File: config.mk
export PLATFORM = sky130hd
export DESIGN_NAME = seq_mult_param
export DESIGN_NICKNAME = d
export VERILOG_FILES = /design/src/rtl/seq_mult_param.sv
export SDC_FILE = /design/constraint.sdc
export NUM_CORES = 1
export LEC_CHECK = 0
export CORE_ASPECT_RATIO = 1.75
export CORE_MARGIN = 8
export CORE_UTILIZATION = 35
export DETAILED_ROUTE_END_ITERATION = 16
export SKIP_LAST_GASP = 1
export SYNTH_ARGS = -nofsm -noshare
export SYNTH_HDL_FRONTEND = slang
export SYNTH_SLANG_ARGS = --single-unit
File: constraint.sdc
create_clock -name CLK -period 4.04 [get_ports CLK]
set_clock_uncertainty 0.1 [all_clocks]
set_input_delay 0.606 -clock CLK [delete_from_list [all_inputs] [get_ports CLK]]
set_output_delay 0.606 -clock CLK [all_outputs]
set_load 0.1 [all_outputs]
File: src/rtl/seq_mult_param.sv
// seq_mult_param: iterative radix-2 shift-add multiplier, WIDTH x WIDTH -> 2*WIDTH.
// Signed operands are converted to magnitudes, multiplied unsigned, and the sign
// is restored in a final FIX cycle. Fixed latency is WIDTH+1 cycles.
// Optional macro SEQ_MULT_EARLY_TERM_EN: leave CALC as soon as the remaining
// multiplier bits are zero and realign the accumulator in FIX.
module seq_mult_param #(
  parameter int WIDTH = 32,
  parameter int CNT_W = 6
) (
  input  logic             CLK,
  input  logic             RST,
  input  logic             START,
  input  logic             SIGNED,
  input  logic [WIDTH-1:0] A,
  input  logic [WIDTH-1:0] B,
  output logic             BUSY,
  output logic             DONE,
  output logic [WIDTH-1:0] HI,
  output logic [WIDTH-1:0] LO,
  output logic             OVF
);

  typedef enum logic [1:0] {
    IDLE = 2'd0,
    CALC = 2'd1,
    FIX  = 2'd2
  } state_t;

  state_t state_reg, state_next;

  // acc holds the partial product; its upper WIDTH bits receive the adds
  logic [2*WIDTH-1:0] acc_reg, acc_next;
  logic [WIDTH-1:0]   mcand_reg, mcand_next;
  logic [WIDTH-1:0]   mplier_reg, mplier_next;
  logic               neg_reg, neg_next;
  logic               sgn_reg, sgn_next;
  logic [CNT_W-1:0]   cnt_reg, cnt_next;
  logic [WIDTH-1:0]   hi_reg, hi_next;
  logic [WIDTH-1:0]   lo_reg, lo_next;
  logic               ovf_reg, ovf_next;
  logic               done_reg, done_next;

  // datapath helpers
  logic [WIDTH-1:0]   a_mag, b_mag;
  logic [WIDTH-1:0]   add_val;
  logic [WIDTH:0]     step_hi;
  logic [2*WIDTH-1:0] step_acc;
  logic [CNT_W-1:0]   step_cnt;
  logic               last_step;
  logic [2*WIDTH-1:0] prod_mag;
  logic [2*WIDTH-1:0] prod;

  // operand magnitudes; the most negative value maps to 2^(WIDTH-1), which fits unsigned
  always_comb begin
    a_mag = (SIGNED && A[WIDTH-1]) ? (~A + WIDTH'(1)) : A;
    b_mag = (SIGNED && B[WIDTH-1]) ? (~B + WIDTH'(1)) : B;
  end

  // one shift-add step: add multiplicand into the top half, then shift right by one
  always_comb begin
    add_val  = mplier_reg[0] ? mcand_reg : '0;
    step_hi  = {1'b0, acc_reg[2*WIDTH-1:WIDTH]} + {1'b0, add_val};
    step_acc = {step_hi, acc_reg[WIDTH-1:1]};
    step_cnt = cnt_reg + CNT_W'(1);
`ifdef SEQ_MULT_EARLY_TERM_EN
    last_step = (step_cnt == CNT_W'(WIDTH)) || ((mplier_reg >> 1) == '0);
`else
    last_step = (step_cnt == CNT_W'(WIDTH));
`endif
  end

`ifdef SEQ_MULT_EARLY_TERM_EN
  logic [CNT_W-1:0] skip_cnt;

  // an early exit skipped (WIDTH - cnt) pure-shift steps; apply them in one go
  always_comb begin
    skip_cnt = CNT_W'(WIDTH) - cnt_reg;
    prod_mag = acc_reg >> skip_cnt;
  end
`else
  // full run: accumulator already holds the unsigned product
  always_comb begin
    prod_mag = acc_reg;
  end
`endif

  // restore the sign of the product
  always_comb begin
    prod = neg_reg ? (~prod_mag + (2*WIDTH)'(1)) : prod_mag;
  end

  // next-state and register-next logic for the IDLE -> CALC -> FIX sequence
  always_comb begin
    state_next  = state_reg;
    acc_next    = acc_reg;
    mcand_next  = mcand_reg;
    mplier_next = mplier_reg;
    neg_next    = neg_reg;
    sgn_next    = sgn_reg;
    cnt_next    = cnt_reg;
    hi_next     = hi_reg;
    lo_next     = lo_reg;
    ovf_next    = ovf_reg;
    done_next   = 1'b0;
    case (state_reg)
      IDLE: begin
        if (START) begin
          mcand_next  = a_mag;
          mplier_next = b_mag;
          neg_next    = SIGNED & (A[WIDTH-1] ^ B[WIDTH-1]);
          sgn_next    = SIGNED;
          acc_next    = '0;
          cnt_next    = '0;
          state_next  = CALC;
        end
      end
      CALC: begin
        acc_next    = step_acc;
        mplier_next = mplier_reg >> 1;
        cnt_next    = step_cnt;
        if (last_step) begin
          state_next = FIX;
        end
      end
      FIX: begin
        hi_next    = prod[2*WIDTH-1:WIDTH];
        lo_next    = prod[WIDTH-1:0];
        if (sgn_reg) begin
          ovf_next = (prod[2*WIDTH-1:WIDTH] != {WIDTH{prod[WIDTH-1]}});
        end else begin
          ovf_next = (prod[2*WIDTH-1:WIDTH] != '0);
        end
        done_next  = 1'b1;
        state_next = IDLE;
      end
      default: begin
        state_next = IDLE;
      end
    endcase
  end

  // state register; reset wins over any operation in flight
  always_ff @(posedge CLK) begin
    if (RST) begin
      state_reg  <= IDLE;
      acc_reg    <= '0;
      mcand_reg  <= '0;
      mplier_reg <= '0;
      neg_reg    <= 1'b0;
      sgn_reg    <= 1'b0;
      cnt_reg    <= '0;
      hi_reg     <= '0;
      lo_reg     <= '0;
      ovf_reg    <= 1'b0;
      done_reg   <= 1'b0;
    end else begin
      state_reg  <= state_next;
      acc_reg    <= acc_next;
      mcand_reg  <= mcand_next;
      mplier_reg <= mplier_next;
      neg_reg    <= neg_next;
      sgn_reg    <= sgn_next;
      cnt_reg    <= cnt_next;
      hi_reg     <= hi_next;
      lo_reg     <= lo_next;
      ovf_reg    <= ovf_next;
      done_reg   <= done_next;
    end
  end

  assign BUSY = (state_reg != IDLE);
  assign DONE = done_reg;
  assign HI   = hi_reg;
  assign LO   = lo_reg;
  assign OVF  = ovf_reg;

endmodule

* Word level (Yosys, flattened, before mapping) *
Index checks and enable logic that the tools add are counted.

storage, ports and cells
  output and inout bits = 67
  register bits = 204
  bits in latches = 0
  memories = 0
  word-level logic and storage cells = 51
  memory bits (writable) = 0
  input bits = 68
  bits in read-only memories = 0

operators by class
  add/sub/neg operators = 5
  bitwise logic cells = 5
  multiply operators = 0
  muxes and demuxes = 15
  reductions and logical operators = 9
  div/mod/pow operators = 0
  shifts and indexed selects = 0
  eq/ne operators = 6
  order comparisons = 0

operator list
  kind                   count
  $mux 32                4
  $mux 64                2
  $pmux 64 s2            1
  $add 32x1->32 const B  2
  $add 64x1->64 const B  1
  $not 32->32            2
  $not 64->64            1
  $pmux 32 s2            1
  $add 32x32->33         1
  $ne 32x32->1           1
  $reduce_bool 32->1     1
  $pmux 6 s2             1
  $add 6x1->6 const B    1
  $eq 6x6->1 const B     1
  $mux 6                 1
  $reduce_and 2->1       3
  $mux 2                 2
  $ne 2x2->1 const B     2
  $pmux 2 s2             1
  $reduce_bool 2->1      2
  $eq 2x1->1 const B     1
  $eq 2x2->1 const B     1
  $logic_and 1x1->1      2
  $logic_not 2->1        1
  3 further kinds        4

* Logic depth before layout (Yosys ltp) *
Gate-level depths: netlist of run 1.

  word-level depth = 5
  gate-level depth with buffers = 15
  mapped depth without buffers = 14

* Worst setup path before layout of run 1 *
OpenSTA, ideal clock, no wires.

  kind = register to register
  start point = register acc_reg[11]
  end point = register ovf_reg, in the netlist OVF
  slack = 485 ps
  stages on the path, launching flop included = 12
  path buffers = 1
  arrival time = 3324 ps
  setup time = 131 ps
  cell sequence = dfxtp_1 > buf_2 > or4_1 > nor3_1 > nand2_1 > o41ai_1 > xnor2_1 > nor2_1 > or4_1 > or4_1 > o41ai_2 > nand3_1

on the way
  cells in the longest elaborated chain, start to end = 5

RTL lines
  element                                                    RTL line  text
  start: declaration                                         32        logic [2*WIDTH-1:0] acc_reg, acc_next;
  start signal: assignment                                   158       acc_reg <= acc_next;
  $not 64->64 *                                              89        prod = neg_reg ? (~prod_mag + (2*WIDTH)'(1)) : prod_mag;
  $add 64x1->64 *                                            89
  $mux 64 *                                                  89
  $ne 32x32->1 / $reduce_bool 32->1 (equally long branches)  129, 131
  $mux 1 *                                                   128       if (sgn_reg) begin
  end signal: assignment                                     166       ovf_reg <= ovf_next;
  end: declaration                                           40        logic ovf_reg, ovf_next;

Every way passes the cells marked *; elsewhere a longest branch is shown, timed or not.
A chain may end at the register's enable or synchronous reset.

* Worst setup path after layout of run 1 *
  start point = register acc_reg[2]
  end point = register ovf_reg, in the netlist OVF

Same word-level chain as after synthesis.

==> metrics, run 1 <==
largest net degree at the start of global routing=94; Port Buffers=134; vias in the first global route=11440; final core utilization=43.48%; worst hold path stage count=2; Yosys top cell area share=between 30% and 40%; Syn-to-layout area delta=23.09%; row count=90; CP peak stage delay=0.76 ns; endpoints failing setup=0; 1st-pass router iterations=7; die extent in x=156.7 um; worst reg2reg path depth=11; Lkg Pwr=roughly 5.7 nW; Cell Area, Placed=between 0.01 and 0.015 mm2; grt total ovfl=0; fin crit share=94.89%; prevailing post-synth register cell=dfxtp_1; worst slew pin tran=1.054 ns; vias per cell=5.483; HPWL Detailed=slightly below 30000 um; Hold-fix buffers, CTS=0; syn_nets=1610; largest cells by area after synthesis=dfxtp_1 (34%), xor2_1 (5.8%), nor2_1 (5.4%); layout cells sized above 1=8.002%; final worst setup slack=0.2063 ns; Remaining DRCs=0; Die ar.=0.04111 mm2; Total Routing Usage GR=18.23%; CP Cell Sequence=nor4_4 -> nand4b_1 -> buf_4 -> or4_1 -> o31ai_1 -> xor2_1 -> and3_1 -> and3b_1 -> a311oi_1 -> nand3_1 -> nand3_1; I/O pins=roughly 140; post-synth top area cell=dfxtp_1; Clock transition at path regs=0.07 ns; sequential cell area fraction in the yosys report=~34%; Placed Cells=roughly 2000; max-slew violation count=0; die height=262.3 um; RSZ-0062 raised after global routing=false; Req. time, crit path=4.35 ns; Routed Antenna Nets=0; WHS=0.3464 ns; final hold vios=0; Detailed Route Iter0 Violations=622; CTS sink cnt=between 200 and 250; worst hold-check path type=reg2reg; fmax=about 260 MHz; Post-synth EDFFs=0; max reg flops=64; total CTS buffers=22; PD cells=322.1 mW/mm2; first-pass GRT wire length=just over 60000 um; Core ar.=0.03435 mm2; most common library cells after synthesis=dfxtp_1 (204), nor2_1 (173), nand2_1 (122); Arr. time, crit path=4.14 ns; number of filler cells placed in the layout=around 3500; most numerous cell in the Yosys netlist=dfxtp_1; Clock Latency Late Sink=0.53 ns; root buffer cell=clkbuf_16; Final Instance Count excl. Fillers=approximately 2100; Final Cell Area=approximately 0.015 mm2; Overall Power=4.810 mW; post-DR wirelength/cell=18.39 um; status=finished clean; Worst Path Max Fanout=14; clock tree buffer depth=3; Via Count=11500; minimum clock period=between 3 and 4 ns; CTS tree=yes; Max Cap Viol=0; nets@finish=1729; RePlAce Congestion=approximately 0.94; crit end category=flop; Synth Register Bits=204; Synth Instances=1505; unique cell type count in the Yosys netlist=71; Setup Buffers After CTS=0; Synth Warn #=0; Starting Density=between 30% and 40%; CP startpoint kind=flop; antenna cells=0; Async SR Flop Fraction=0%; Slew headroom=29.52%; cell family with most CP delay=simple AND/OR/NAND/NOR gates; Place WS=-0.03970 ns; setup TNS=0 ns; mean post-synth cell area=8.061 um2; Synth Cell Area=0.01213 mm2; critical path's slowest cell=or4_1; htree depth=1; antenna violations before repair=0; Peak VDD IR=0.2532 mV; most used cell, CP=nand3_1; WP depth=11; WS Path Type=reg2reg; CP Buf/Inv Count=1; drt total wl=38570 um
==> path summary, 6_finish.rpt <==
| check | slack, ns | end | startpoint |
|---|---|---|---|
| min | 0.35 | mcand_reg[17] | mcand_reg[17] |
| max | 0.21 | OVF | acc_reg[2] |
| max reg2reg | 0.21 | OVF | acc_reg[2] |
| min reg2reg | 0.35 | mcand_reg[17] | mcand_reg[17] |
==> cell type report <==
type | instances | area (um2) | share of cell area, %
Multi-Input combinational cell | 1168 | 7571 | 50.70
Sequential cell | 204 | 4085 | 27.36
Timing Repair Buffer | 199 | 1839 | 12.32
Clock buffer | 29 | 616.8 | 4.131
Tap cell | 460 | 575.6 | 3.854
Clock inverter | 8 | 136.4 | 0.9133
Inverter | 29 | 108.9 | 0.7289
==> repair_timing <==
item / CTS / global route
resized for setup: 1 / 1
setup endpoints to repair: 1 / 1
endpoints found under the hold margin: 0 / 0
==> cell usage in the layout, fill, tap and decap left out, drive strengths merged, types with 23 or more instances in the layout <==
cell	n
and2	38
clkbuf	29
nor2	173
nor4	28
a22o	32
nor3	36
o21ai	56
xnor2	53
a22oi	36
dfxtp	204
nand3	32
inv	29
o31ai	23
xor2	82
a21oi	106
o41ai	29
clkdlybuf4s50	133
ha	36
buf	66
a211oi	82
nand2	122
==> per-layer routing <==
layer | track usage [%] | vias to the layer above | routed length, um
met5 | 0 | - | 0
met4 | 9.209 | 0 | 1793
met3 | 2.470 | 99 | 1600
met2 | 35.17 | 276 | 20830
met1 | 18.34 | 5393 | 14350
li1 | - | 5730 | -
==> kinds of logic (layout without fill, tap and decap cells) <==
| group | Yosys count | count (layout) | share of synthesized area [%] |
|---|---|---|---|
| multiplexers | 4 | 4 | 0.3300 |
| XOR/XNOR | 135 | 135 | 9.808 |
| buffers and inverters | 133 | 265 | 4.290 |
| AND/OR/NAND/NOR | 553 | 553 | 22.99 |
| adder cells (fa/ha/maj) | 37 | 37 | 3.878 |
| flip-flops | 204 | 204 | 33.66 |
| AO/OA/AOI/OAI | 439 | 439 | 25.04 |
==> tightest hold or removal path, stage by stage, from the launching register on <==
cell and delay [ns]:
dfxtp_1 0.31, nand2_1 0.05, a21oi_1 0.05
==> report_power, final <==
part / switching, mW / total (mW) / internal [mW]
registers: 0.0421 / 2.11 / 2.07
clock network: 0.862 / 2.13 / 1.27
logic: 0.336 / 0.566 / 0.230
(Power assumes the default switching activity.)
==> run 2, diff against run 1 <==
- SKIP_CTS_REPAIR_TIMING: unset -> 1
==> run 2 against run 1 <==
Design area is the same; combinational power is essentially flat; critical path type unchanged; total power is essentially flat.
==> metrics, run 2 (synthesis results as in run 1) <==
Starting Density=35.32% (unchanged); WS Path Type=reg2reg; Arr. time, crit path=4.15 ns (about the same); Final Cell Area=0.01493 mm2 (unchanged); first-pass GRT wire length=60610 um (about the same); critical path's slowest cell=or4_1; crit end category=flop; grt total ovfl=0 (unchanged); Routed Antenna Nets=0 (unchanged); max reg flops=64 (unchanged); Cell Area, Placed=0.01417 mm2 (unchanged); Overall Power=4.813 mW (about the same); CP startpoint kind=flop; endpoints failing setup=0 (unchanged); final hold vios=0 (unchanged); Total Routing Usage GR=18.23% (unchanged); Detailed Route Iter0 Violations=648 (+4.2%); Final Instance Count excl. Fillers=2097 (unchanged); RePlAce Congestion=0.9416 (unchanged); vias in the first global route=11440 (unchanged); worst hold path stage count=2 (unchanged); Req. time, crit path=4.35 ns (about the same); CTS tree=yes; total CTS buffers=22 (unchanged); CTS sink cnt=204 (unchanged); Remaining DRCs=0 (unchanged); htree depth=1 (unchanged); status=finished clean; vias per cell=5.498 (+0.27%); worst hold-check path type=reg2reg; WHS=0.3464 ns (+0.000001000 ns); PD cells=322.3 mW/mm2 (about the same); most frequent cells in the layout=dfxtp_1 (203), nor2_1 (171), clkdlybuf4s50_1 (133), nand2_1 (122), a21oi_1 (106); Max Cap Viol=0 (unchanged); setup TNS=0 ns (unchanged); Place WS=-0.03970 ns (unchanged); drt total wl=38580 um (about the same); die extent in x=156.7 um (unchanged); Syn-to-layout area delta=23.09% (unchanged); CP peak stage delay=0.77 ns (about the same); Peak VDD IR=0.2549 mV (+0.65%); antenna violations before repair=0 (unchanged); final core utilization=43.48% (unchanged); I/O pins=135 (unchanged); root buffer cell=clkbuf_16; final worst setup slack=0.1973 ns (-0.009006 ns); Clock transition at path regs=0.07 ns (about the same); Core ar.=0.03435 mm2 (unchanged); antenna cells=0 (unchanged); Lkg Pwr=5.741 nW (unchanged); fin crit share=95.12% (+0.22 points); Die ar.=0.04111 mm2 (unchanged); Port Buffers=134 (unchanged); Placed Cells=2060 (unchanged); worst slew pin tran=1.051 ns (-0.002880 ns); clock tree buffer depth=3 (unchanged); most used cell, CP=nand3_1; 1st-pass router iterations=5 (-2); Clock Latency Late Sink=0.53 ns (about the same); Worst Path Max Fanout=14 (unchanged); layout cells sized above 1=8.002% (unchanged); largest net degree at the start of global routing=94 (unchanged); Slew headroom=29.71% (+0.19 points); RSZ-0062 raised after global routing=false; most common cell after layout, fill and taps aside=dfxtp_1; die height=262.3 um (unchanged); post-DR wirelength/cell=18.40 um (about the same); number of filler cells placed in the layout=3519 (unchanged); fmax=260.2 MHz (-0.23%); CP Cell Sequence=nor4_4 -> nand4b_1 -> buf_4 -> or4_1 -> o31ai_1 -> xor2_1 -> and3_1 -> and3b_1 -> a311oi_1 -> nand3_1 -> nand3_1; HPWL Detailed=29470 um (unchanged); reg2reg setup slack=0.20 ns (about the same); row count=90 (unchanged); minimum clock period=3.843 ns (+0.009006 ns); max-slew violation count=0 (unchanged); Via Count=11530 (+0.27%); worst reg2reg path depth=11 (unchanged); nets@finish=1729 (unchanged)
run 2: cell counts in the layout (fill, tap and decap cells not counted):
Identical to the previous run, type by type.
run 2: cell type report:
class / instances / area, um2 / area share, %
Timing Repair Buffer: 199 / 1839 / 12.32
Inverter: 29 / 108.9 / 0.7289
Clock inverter: 8 / 136.4 / 0.9133
Tap cell: 460 / 575.6 / 3.854
Multi-Input combinational cell: 1168 / 7571 / 50.70
Sequential cell: 204 / 4085 / 27.36
Clock buffer: 29 / 616.8 / 4.131
run 2: per-layer routing:
metal  wire length, um  global-route usage [%]  share of wire, %  vias to the layer above
li1                  -                       -                 -                     5731
met1             14400                   18.35                37                     5407
met2             20690                   35.09                54                      285
met3              1597                   2.486               4.1                      106
met4              1885                   9.314               4.9                        0
met5                 0                       0                 0                        -
run 2: critical path: cells and delay by family (launching register included):
family                    cells  cell delay, ns
and+or+nand+nor               7            2.07
AOI/OAI and AO/OA             2            0.49
xor gates and xnor gates      1            0.43
DFF                           1            0.40
buffers and inverters         1            0.23
run 2: path summary, 6_finish.rpt:
path	startpoint	to
worst max-delay path	acc_reg[2]	OVF
worst min-delay path	mcand_reg[17]	mcand_reg[17]
worst max register to register	acc_reg[2]	OVF
worst min register to register	mcand_reg[17]	mcand_reg[17]
run 2: report_power, final:
group / switching [mW] / internal, mW / leakage [nW]
Sequential: 0.0422 / 2.07 / 1.66
Combinational: 0.336 / 0.230 / 3.72
Clock: 0.864 / 1.27 / 0.365
